===== src/rtl/scan_pkg.sv =====
// Shared definitions for the mux scan controller: FSM state encoding,
// channel count and the display-enable decode.
package scan_pkg;

   typedef enum logic [1:0] {
      ST_IDLE = 2'd0,
      ST_CONT = 2'd1,
      ST_ONE  = 2'd2
   } state_e;

   localparam int         NUM_CH = 4;
   localparam logic [3:0] AN_OFF = 4'b1111;

   // Active-low one-hot enable for the selected channel.
   function automatic logic [3:0] an_decode(input logic [1:0] sel);
      return ~(4'b0001 << sel);
   endfunction

endpackage


===== src/rtl/tick_div.sv =====
// Per-channel dwell counter: counts 0..DIV-1 while enabled and strobes tc
// on the last cycle, which is the cycle the mux output is sampled.
module tick_div #(
   parameter int DIV = 4,
   parameter int CW  = (DIV > 1) ? $clog2(DIV) : 1
) (
   input  logic          clk,
   input  logic          rst,
   input  logic          clr,
   input  logic          en,
   output logic [CW-1:0] cnt,
   output logic          tc
);

   localparam logic [CW-1:0] LAST = CW'(DIV - 1);

   logic [CW-1:0] cnt_q;
   logic [CW-1:0] cnt_d;

   // Next count: clear wins, otherwise wrap at LAST while enabled.
   // NOTE: combinational blocks use blocking '=' and assign a default first,
   // so every path drives cnt_d and no latch is inferred.
   always_comb begin
      cnt_d = cnt_q;
      if (clr) begin
         cnt_d = '0;
      end else if (en) begin
         cnt_d = (cnt_q == LAST) ? '0 : cnt_q + 1'b1;
      end
   end

   // Count register with synchronous reset.
   // NOTE: sequential state is updated only with non-blocking '<=' so all
   // flops see pre-edge values regardless of evaluation order.
   always_ff @(posedge clk) begin
      if (rst) begin
         cnt_q <= '0;
      end else begin
         cnt_q <= cnt_d;
      end
   end

   assign cnt = cnt_q;
   assign tc  = en && (cnt_q == LAST);

endmodule


===== src/rtl/mux_scan_ctrl.sv =====
// Scan sequencer around a 4-to-1 mux: steps the select, lets each channel
// settle for DIV-1 cycles, samples it on the DIV-th, and publishes a full
// {ch3,ch2,ch1,ch0} frame with a one-cycle valid pulse. Also drives the
// active-low digit enables. Runs continuously (en) or for one frame (start).
module mux_scan_ctrl
   import scan_pkg::*;
#(
   parameter int DIV   = 4,
   parameter int WIDTH = 4
) (
   input  logic                      clk,
   input  logic                      rst,
   input  logic                      en,
   input  logic                      start,
   input  logic [WIDTH-1:0]          f_in,
   output logic [1:0]                sel,
   output logic [3:0]                an,
   output logic [NUM_CH*WIDTH-1:0]   frame,
   output logic                      frame_valid,
   output logic                      busy
);

   localparam int CW = (DIV > 1) ? $clog2(DIV) : 1;

   state_e                          state_q, state_d;
   logic [1:0]                      sel_q, sel_d;
   logic [NUM_CH-2:0][WIDTH-1:0]    slot_q, slot_d;
   logic [NUM_CH*WIDTH-1:0]         frame_q, frame_d;
   logic                            frame_valid_q, frame_valid_d;

   logic                            scan_go;
   logic                            tc;
   logic [CW-1:0]                   cnt;
   logic                            unused_cnt;

   // The divider runs only while a scan is live this cycle; in IDLE and on
   // the cycle CONT is abandoned it is held at zero so the next scan starts
   // cleanly at cnt=0.
   assign scan_go = (state_q == ST_ONE) || ((state_q == ST_CONT) && en);

   tick_div #(
      .DIV (DIV),
      .CW  (CW)
   ) u_tick_div (
      .clk (clk),
      .rst (rst),
      .clr (!scan_go),
      .en  (scan_go),
      .cnt (cnt),
      .tc  (tc)
   );

   // The count itself is not needed here; sampling keys off tc alone.
   assign unused_cnt = ^cnt;

   // Next-state: sampling/publishing on tc, then mode transitions.
   always_comb begin
      state_d       = state_q;
      sel_d         = sel_q;
      slot_d        = slot_q;
      frame_d       = frame_q;
      frame_valid_d = 1'b0;

      // Last dwell cycle of a channel: capture it and advance the select.
      // Channel 3 is not stored; it goes straight into the published frame.
      if (tc) begin
         sel_d = sel_q + 2'd1;
         case (sel_q)
            2'd0: slot_d[0] = f_in;
            2'd1: slot_d[1] = f_in;
            2'd2: slot_d[2] = f_in;
            default: begin
               frame_d       = {f_in, slot_q};
               frame_valid_d = 1'b1;
            end
         endcase
      end

      unique case (state_q)
         ST_IDLE: begin
            sel_d = '0;
            if (en) begin
               state_d = ST_CONT;
            end else if (start) begin
               state_d = ST_ONE;
            end
         end
         ST_CONT: begin
            // Dropping en abandons the partial frame; frame keeps its value.
            if (!en) begin
               state_d = ST_IDLE;
               sel_d   = '0;
            end
         end
         ST_ONE: begin
            if (tc && (sel_q == 2'd3)) begin
               state_d = ST_IDLE;
            end
         end
         default: begin
            state_d = ST_IDLE;
            sel_d   = '0;
         end
      endcase
   end

   // All controller state, registered with synchronous reset.
   // NOTE: the channel slots are reset along with the control state because
   // they are few and a reset must leave every frame bit defined.
   always_ff @(posedge clk) begin
      if (rst) begin
         state_q       <= ST_IDLE;
         sel_q         <= '0;
         slot_q        <= '0;
         frame_q       <= '0;
         frame_valid_q <= 1'b0;
      end else begin
         state_q       <= state_d;
         sel_q         <= sel_d;
         slot_q        <= slot_d;
         frame_q       <= frame_d;
         frame_valid_q <= frame_valid_d;
      end
   end

   assign sel         = sel_q;
   assign frame       = frame_q;
   assign frame_valid = frame_valid_q;
   assign busy        = (state_q != ST_IDLE);
   assign an          = busy ? an_decode(sel_q) : AN_OFF;

endmodule


===== config.mk =====
export PLATFORM = sky130hd
export DESIGN_NAME = mux_scan_ctrl
export DESIGN_NICKNAME = d
export VERILOG_FILES = /design/src/rtl/scan_pkg.sv /design/src/rtl/tick_div.sv /design/src/rtl/mux_scan_ctrl.sv
export SDC_FILE = /design/constraint.sdc
export NUM_CORES = 1
export LEC_CHECK = 0
export CAP_MARGIN = 10
export CORE_ASPECT_RATIO = 1.75
export CORE_MARGIN = 5
export CORE_UTILIZATION = 40
export CTS_CLUSTER_DIAMETER = 40
export DETAILED_ROUTE_END_ITERATION = 6
export GPL_TIMING_DRIVEN = 0
export HOLD_SLACK_MARGIN = 0.08
export PLACE_DENSITY = 0.63
export SYNTH_ARGS = -nofsm -noshare
export SYNTH_HDL_FRONTEND = slang
export SYNTH_HIERARCHICAL = 1
export SYNTH_SLANG_ARGS = --single-unit

===== constraint.sdc =====
create_clock -name clk -period 2.9 [get_ports clk]
set_clock_uncertainty 0.1 [all_clocks]
set_input_delay 0.435 -clock clk [delete_from_list [all_inputs] [get_ports clk]]
set_output_delay 0.435 -clock clk [all_outputs]
set_load 0.1 [all_outputs]

==> results of run 1 <==
## area by class of cell
cell class | count | share of cell area
Timing Repair Buffer | 31 | 0.160
Tap cell | 46 | 0.0289
Sequential cell | 35 | 0.352
Clock inverter | 1 | 0.00377
Inverter | 6 | 0.0113
Buffer | 8 | 0.0327
Clock buffer | 7 | 0.0484
Multi-Input combinational cell | 123 | 0.363
## how the worst min path moves through the flow
stage	from	end	slack, ns	cells after the start
final	frame[2]	frame[2]	0.36	2
after global routing	slot_q[9]	slot_q[9]	0.38	2
after CTS	frame[2]	frame[2]	0.36	2
after detailed placement	frame[2]	frame[2]	0.35	2
after floorplan	slot_q[0]	frame[0]	0.33	2
after global placement	frame[2]	frame[2]	0.35	2
## per-stage QoR
step           hold slack [ns]  setup WS (ns)  instances  area (sq um)
2_1_floorplan            0.332          0.247        172          1510
3_3_place_gp             0.347          0.375        249          1880
3_5_place_dp             0.347          0.356        249          1880
4_1_cts                  0.357         0.0320        257          1980
5_1_grt                  0.375         0.0176        257          1990
6_report                 0.357         0.0874        257          1990
## layer usage
layer,part of all wire,track usage
met4,0.022,0.0653
met5,0,0
met1,0.40,0.141
met2,0.54,0.254
met3,0.042,0.0383
## logic make-up (layout without fill, tap and decap cells)
group,Yosys count,after routing,synth area share
AOI/OAI and AO/OA,35,35,0.169
and+or+nand+nor,77,77,0.224
muxes,2,2,0.0133
DFF,35,35,0.464
buffers and inverters,14,53,0.0580
adders and majority gates,8,8,0.0663
xor gates and xnor gates,1,1,0.00580
## state kept, by name, indices dropped and copies added (netlist names)
signal and cells:
frame 16, frame_valid 1, sel 2, slot_q 12, state_q 2, u_tick_div/cnt 2
## worst max-delay path, stage by stage (launching register included)
cell             delay [ns]
dfxtp_1                0.40
inv_1                  0.09
ha_1                   0.27
nand2_1                0.10
clkdlybuf4s50_1        1.13
## what timing repair did
item | CTS | global route
endpoints found under the setup margin | 0 | 3
hold buffers | 0 | 0
resized for setup | 0 | 3
setup buffers | 0 | 0
## cell usage in the layout, fill, tap and decap left out
master           count
a31oi_1              1
nand3_1             12
clkinvlp_4           1
mux2i_1              2
dlymetal6s2s_1       3
xnor2_1              1
a211oi_2             1
a311oi_1             1
buf_1                1
buf_2                3
and2_1               2
inv_1                6
nor2_1               3
a21oi_1             18
nand3b_1             2
nand2_1             50
dfxtp_1             35
ha_1                 8
buf_6                2
a21o_1               1
nand2_2              4
or3b_1               1
a21bo_4              1
clkbuf_1             1
o32ai_2              1
nor3_1               1
o211a_1              1
nand2b_1             2
buf_12               1
clkbuf_8             7
a21oi_2             10
clkdlybuf4s50_1     28
## power groups by stage
stage          logic (mW)  registers [mW]  clock network [mW]
2_1_floorplan       0.104           0.498                   0
3_3_place_gp        0.142           0.499                   0
3_5_place_dp        0.146           0.499                   0
4_1_cts             0.146           0.488               0.401
5_1_grt             0.155           0.488               0.423
6_report            0.144           0.488               0.389
==> metrics.md, run 1 <==
| Metric | Value |
|---|---|
| Outcome | complete, no violations |
| Reg clk slew, reported paths | roughly 0.07 ns |
| First-pass GRT wire length | 5700 microns |
| Setup violators final | 0 |
| Crit path kind | flip-flop to output port |
| Wire per inst | ~13 microns |
| Yosys cell types | 28 |
| CTS tree | built |
| DRT iter0 DRCs | 27 |
| CP arrival | ~2.3 ns |
| # port buffers | 31 |
| VDD IR max | approximately 0.00033 V |
| Die height | between 90 and 100 microns |
| Minimum clock period | between 2 and 3 ns |
| Power share of the combinational group | 0.141 |
| Power density over the cells | about 510 mW/mm^2 |
| Initial antenna violation count | 0 |
| Cell area after synthesis | between 0.0015 and 0.002 sq mm |
| # clock sinks | 35 |
| Seq pwr share | 0.478 |
| Reg2reg setup slack | a little under 0.9 ns |
| CTS Buffer Depth | 2 |
| Gr usage total | 0.139 |
| Yosys reg bits | 35 |
| Root buffer cell | clkbuf_8 |
| Register area share after synthesis | 0.464 |
| Post-synth EDFFs | 0 |
| Util after Layout | 0.548 |
| Worst Setup EP | an[1] |
| Worst-path fanout max | 6 |
| Initial Util | 0.416 |
| Cells after synthesis | 172 |
| Row count | 29 |
| Slew @ Worst Pin | ~0.97 ns |
| Syn nets | 188 |
| Yosys Warn Count | 6 |
| Setup TNS Final | 0 ns |
| Sw frac | 0.270 |
| GR Overflow Total | 0 |
| Reg2Reg Depth | 9 |
| CP startpoint | sel[1] |
| Avg Inst Size Synth | a little under 9 sq um |
| Max-slew headroom | 0.349 |
| GPL Wtd Cong | around 0.80 |
| Clk pwr share | 0.381 |
| Power Total | slightly above 1 mW |
| Largest net degree at the start of global routing | 12 |
| Die width | 56.5 microns |
| ANT nets after route | 0 |
| Startpoint of the worst-slack reg-to-reg timing path | state_q[1] |
| Hold Crit Class | flip-flop to flip-flop |
| Peak Freq | approximately 0.36 GHz |
| Final WL | 3250 microns |
| Switching pwr | between 200 and 300 uW |
| # diodes | 0 |
| Final Hold Viols | 0 |
| Top-area cell type share of the netlist area | 0.464 |
| Async set-reset flop share out of synthesis | 0 |
| Vias/cell | a little under 5 |
| Area delta synth->final | 31.7% |
| CP Capture Type | output port |
| Reg-to-Reg End | frame[11] |
| DRC | 0 |
| Ports | 32 |
| Ranking of synthesized cells by area | dfxtp_1 (46%), nand2_1 (12%), ha_1 (6.6%) |
| Num CTS Buffers | 5 |
| Register Area | 701 sq um |
| DP Wirelength | 2540 microns |
| Area of the multi-input gates | ~720 sq um |
| RSZ-0062 raised after global routing | false |
| First-pass DRT Iterations | 4 |
| Synth area leader | dfxtp_1 |
| Startpoint Class | flip-flop |
| Crit share post-route | 0.970 |
| Commonest register cell after synthesis | dfxtp_1 |
| Leakage | slightly below 0.7 nW |
| Max-cap viol count | 0 |
| H-Tree Depth | 2 |
| CP required | 2.37 ns |
| Share of cells above drive strength 1 | 0.147 |
| Die ar. | roughly 0.0052 sq mm |
| Pins Over Slew Limit | 0 |
| Top-count cell post-synth | nand2_1 |
| Filler instances | approximately 330 |
| Core ar. | between 0.003 and 0.004 sq mm |
| Number of global-route vias before repair | around 1300 |
| P_int | roughly 750 uW |
| Final #Nets | 226 |
| Post-synth top cells | nand2_1 (50), dfxtp_1 (35), a21oi_1 (18) |
| Total number of vias | ~1300 |
| Worst skew pair latency | roughly 0.29 ns |
No activity file was read; power rests on OpenSTA's default activity.
==> run 2: changes to the inputs <==
--- a/config.mk
+++ b/config.mk
@@ -16,5 +16,4 @@
 export PLACE_DENSITY = 0.63
 export SYNTH_ARGS = -nofsm -noshare
 export SYNTH_HDL_FRONTEND = slang
-export SYNTH_HIERARCHICAL = 1
 export SYNTH_SLANG_ARGS = --single-unit
==> constraint.sdc (replaced) <==
create_clock -name clk -period 2.9 [get_ports clk]
set_clock_uncertainty 0.1 [all_clocks]
set_input_delay 0.435 -clock clk [delete_from_list [all_inputs] [get_ports clk]]
set_output_delay 0.435 -clock clk [all_outputs]
set_load 0.01 [all_outputs]
==> run 2 against run 1 <==
Against the previous run:
- utilization is 1.2 points lower
- non-clock buffer count did not move
- combinational power is 32% lower
- wire length is 0.28% lower
- sequential share of layout area increased by 0.40 points
- flip-flop and latch count unchanged
- critical path depth unchanged
- cell count is 11% lower
- die area is 1.5% higher
- largest cell class unchanged
- register-to-register slack improved by 0.43 ns
- sequential power hardly changed
- critical endpoint is now busy
- hold slack lost 0.026 ns
==> metrics.md, run 2 <==
| Metric | Value |
|---|---|
| Filler instances | 337 (was 332) |
| Die width | 56.9 microns (was 56.5 microns) |
| Final Hold Viols | 0 (unchanged) |
| DRC | 0 (unchanged) |
| Syn nets | 163 (was 188) |
| Reg2Reg Depth | 6 (was 9) |
| Worst hold stages | 1 (was 2) |
| Setup TNS Final | 0 ns (unchanged) |
| First-pass DRT Iterations | 2 (was 4) |
| Buf+Inv Stages, Crit Path | 3 (was 2) |
| Hold path endpoint | u_tick_div.cnt[0] (was frame[2]) |
| H-Tree Depth | 2 (unchanged) |
| # port buffers | 30 (was 31) |
| Worst skew pair latency | 0.27 ns (was 0.29 ns) |
| Slowest cell on crit path | clkdlybuf4s50_1 (unchanged) |
| Yosys reg bits | 35 (unchanged) |
| Gr usage total | 0.134 (was 0.139) |
| Power density over the cells | 456 mW/mm^2 (was 514 mW/mm^2) |
| Die height | 92.0 microns (was 91.3 microns) |
| Final #Nets | 200 (was 226) |
| Initial Util | 0.419 (was 0.416) |
| RSZ-0062 raised after global routing | false (unchanged) |
| Crit path cell chain | inv_1 -> ha_1 -> inv_1 -> clkdlybuf4s50_1 (was inv_1 -> ha_1 -> nand2_1 -> clkdlybuf4s50_1) |
| GPL Wtd Cong | 0.740 (was 0.802) |
| Max-slew headroom | 0.690 (was 0.349) |
| Ports | 32 (unchanged) |
| Core ar. | 0.00366 sq mm (was 0.00363 sq mm) |
| CTS Buffer Depth | 2 (unchanged) |
| Largest net degree at the start of global routing | 11 (was 12) |
| Vias/cell | 4.91 (was 4.88) |
| Share of cells above drive strength 1 | 0.0604 (was 0.147) |
| Startpoint Class | flip-flop (unchanged) |
| Reg2reg setup slack | 1.31 ns (was 0.88 ns) |
| Slew @ Worst Pin | 0.465 ns (was 0.973 ns) |
| Post-CTS setup buffer count | 0 (unchanged) |
| Root buffer cell | clkbuf_8 (unchanged) |
| Cell area after synthesis | 0.00154 sq mm (was 0.00151 sq mm) |
| Async set-reset flop share out of synthesis | 0 (unchanged) |
| CP arrival | 1.66 ns (was 2.28 ns) |
| CTS tree | built (unchanged) |
| Yosys Warn Count | 0 (was 6) |
| # diodes | 0 (unchanged) |
| CP Capture Type | output port (unchanged) |
| CP required | 2.37 ns (about the same) |
| Peak Freq | 0.456 GHz (was 0.356 GHz) |
| Total number of vias | 1120 (was 1255) |
| Max-cap viol count | 0 (unchanged) |
| PostCTS Resize Cnt | 0 (unchanged) |
| First-pass GRT wire length | 5490 microns (was 5700 microns) |
| Most frequent cells in the layout | dfxtp_1 (35), nand2b_1 (33), clkdlybuf4s50_1 (30) (was nand2_1 (50), dfxtp_1 (35), clkdlybuf4s50_1 (28)) |
| ANT nets after route | 0 (unchanged) |
| Num CTS Buffers | 5 (unchanged) |
| Hold Crit Class | flip-flop to flip-flop (unchanged) |
| Ranking of synthesized cells by area | dfxtp_1 (46%), mux2i_1 (19%), nand2b_1 (13%) (was dfxtp_1 (46%), nand2_1 (12%), ha_1 (6.6%)) |
| Power Total | 897 uW (was 1.02 mW) |
| Post-synth top cells | dfxtp_1 (35), nand2b_1 (33), mux2i_1 (29) (was nand2_1 (50), dfxtp_1 (35), a21oi_1 (18)) |
| Commonest register cell after synthesis | dfxtp_1 (unchanged) |
| Hold path startpoint | u_tick_div.cnt[0] (was frame[2]) |
| Synth area leader | dfxtp_1 (unchanged) |
| Wire per inst | 14.2 microns (was 12.6 microns) |
| Leakage | 0.800 nW (was 0.691 nW) |
| VDD IR max | 0.000447 V (was 0.000333 V) |
| Pins Over Slew Limit | 0 (unchanged) |
| Startpoint of the worst-slack reg-to-reg timing path | state_q[1] (unchanged) |
| Yosys cell types | 23 (was 28) |
| Die ar. | 0.00523 sq mm (was 0.00515 sq mm) |
| Reg-to-Reg End | slot_q[3] (was frame[11]) |
| CP peak stage delay | 0.57 ns (was 1.13 ns) |
| Cell area after placement | 0.00189 sq mm (was 0.00188 sq mm) |
| Area delta synth->final | 28.0% (was 31.7%) |
| DRT iter0 DRCs | 13 (was 27) |
| DP Wirelength | 2510 microns (was 2540 microns) |
| Hold-fix buffers, CTS | 0 (unchanged) |
| Top-count cell post-synth | dfxtp_1 (was nand2_1) |
| Delay-heaviest family, CP | buffers and inverters (unchanged) |
| Minimum clock period | 2.19 ns (was 2.81 ns) |
| Setup violators final | 0 (unchanged) |
| Final WL | 3240 microns (was 3250 microns) |
| Avg Inst Size Synth | 10.5 sq um (was 8.78 sq um) |
| Row count | 29 (unchanged) |
| Worst-path fanout max | 6 (unchanged) |
| Outcome | complete, no violations (unchanged) |
| Commonest non-fill, non-tap cell in the layout | dfxtp_1 (was nand2_1) |
| Initial antenna violation count | 0 (unchanged) |
| GR Overflow Total | 0 (unchanged) |
| Crit path kind | flip-flop to output port (unchanged) |
| Crit share post-route | 0.756 (was 0.970) |
| Number of global-route vias before repair | 1215 (was 1296) |
| Cells after synthesis | 146 (was 172) |
| Largest register FFs | 16 (unchanged) |
| Register area share after synthesis | 0.456 (was 0.464) |
| Final instance area | 0.00197 sq mm (was 0.00199 sq mm) |
| # clock sinks | 35 (unchanged) |
| Top-area cell type share of the netlist area | 0.456 (was 0.464) |
| Reg clk slew, reported paths | 0.06 ns (was 0.07 ns) |
| Crit-path most repeated cell | inv_1 |
| Post-synth EDFFs | 0 (unchanged) |
-- run 2: cell count changes after synthesis, moves of 4 or more --
| cell | change |
|---|---|
| nand2_2 | -4 |
| a21oi_1 | -17 |
| a21oi_2 | -10 |
| nand3_1 | -10 |
| mux2i_1 | +27 |
| nand2_1 | -44 |
| nand2b_1 | +31 |
-- run 2: worst max path at each step --
| stage | end | cells past startpoint | slack, ns | from |
|---|---|---|---|---|
| after detailed placement | frame[3] | 5 | 0.98 | en |
| after global placement | an[0] | 4 | 1.02 | sel[0] |
| after CTS | an[0] | 4 | 0.68 | sel[0] |
| final | busy | 4 | 0.71 | state_q[1] |
| after floorplan | frame[0] | 6 | 1.48 | state_q[1] |
| after global routing | an[3] | 5 | 0.60 | state_q[1] |
-- run 2: kinds of logic (layout without fill, tap and decap cells) --
logic type                 Yosys count  after routing  share of synthesized area
adders and majority gates            9              9                     0.0733
DFF                                 35             35                      0.456
buffers and inverters               14             50                     0.0440
xor gates and xnor gates             1              1                    0.00570
AOI/OAI and AO/OA                    7              7                     0.0358
muxes                               29             29                      0.189
and+or+nand+nor                     51             51                      0.196
-- run 2: per-stage QoR --
step	utilization	setup slack [ns]	cells	hold WS, ns
after global placement	0.517	1.02	222	0.319
final	0.537	0.708	228	0.331
after detailed placement	0.517	0.982	222	0.326
after floorplan	-	1.48	146	0.308
after CTS	0.537	0.683	228	0.335
after global routing	0.537	0.597	228	0.349
-- run 2: cell type report --
type / count / area, sq um / area share
buffer: 9 / 48.8 / 0.0248
clock buffer: 6 / 72.6 / 0.0369
inverter: 5 / 18.8 / 0.00954
multi-input combinational: 97 / 768 / 0.391
sequential: 35 / 701 / 0.356
tap: 46 / 57.6 / 0.0293
timing repair buffer: 30 / 300 / 0.153
-- run 2: worst register-to-register path, stage by stage (launching register included) --
cell and delay (ns):
dfxtp_1 0.37, inv_1 0.08, ha_1 0.21, a21o_1 0.23, and3_1 0.18, buf_2 0.16, mux2i_1 0.13
-- run 2: power breakdown --
part           internal, mW  total [mW]  switching, mW
clock                 0.160       0.309          0.149
combinational        0.0479      0.0982         0.0502
sequential            0.487       0.490        0.00344
-- run 2: metal layers --
layer	vias up	GRT usage	routed length (microns)
li1	559	-	-
met3	6	0.0449	165
met2	27	0.258	1820
met5	-	0	0
met4	0	0.0464	57
met1	528	0.129	1190
==> run 3: changes to the inputs <==
==> constraint.sdc (replaced) <==
create_clock -name clk -period 2.2 [get_ports clk]
set_clock_uncertainty 0.1 [all_clocks]
set_input_delay 0.33 -clock clk [delete_from_list [all_inputs] [get_ports clk]]
set_output_delay 0.33 -clock clk [all_outputs]
set_load 0.01 [all_outputs]
==> results of run 3 <==
Same layout as run 2 (identical final DEF). Status: complete, no violations.
Main changes from that run: setup slack after placement 0.982 ns -> 0.387 ns; setup slack after layout 0.708 ns -> 0.113 ns; register-to-register setup slack 1.31 ns -> 0.61 ns; total power 0.897 mW -> 1.18 mW; worst IR drop on VDD 0.000447 V -> 0.000590 V
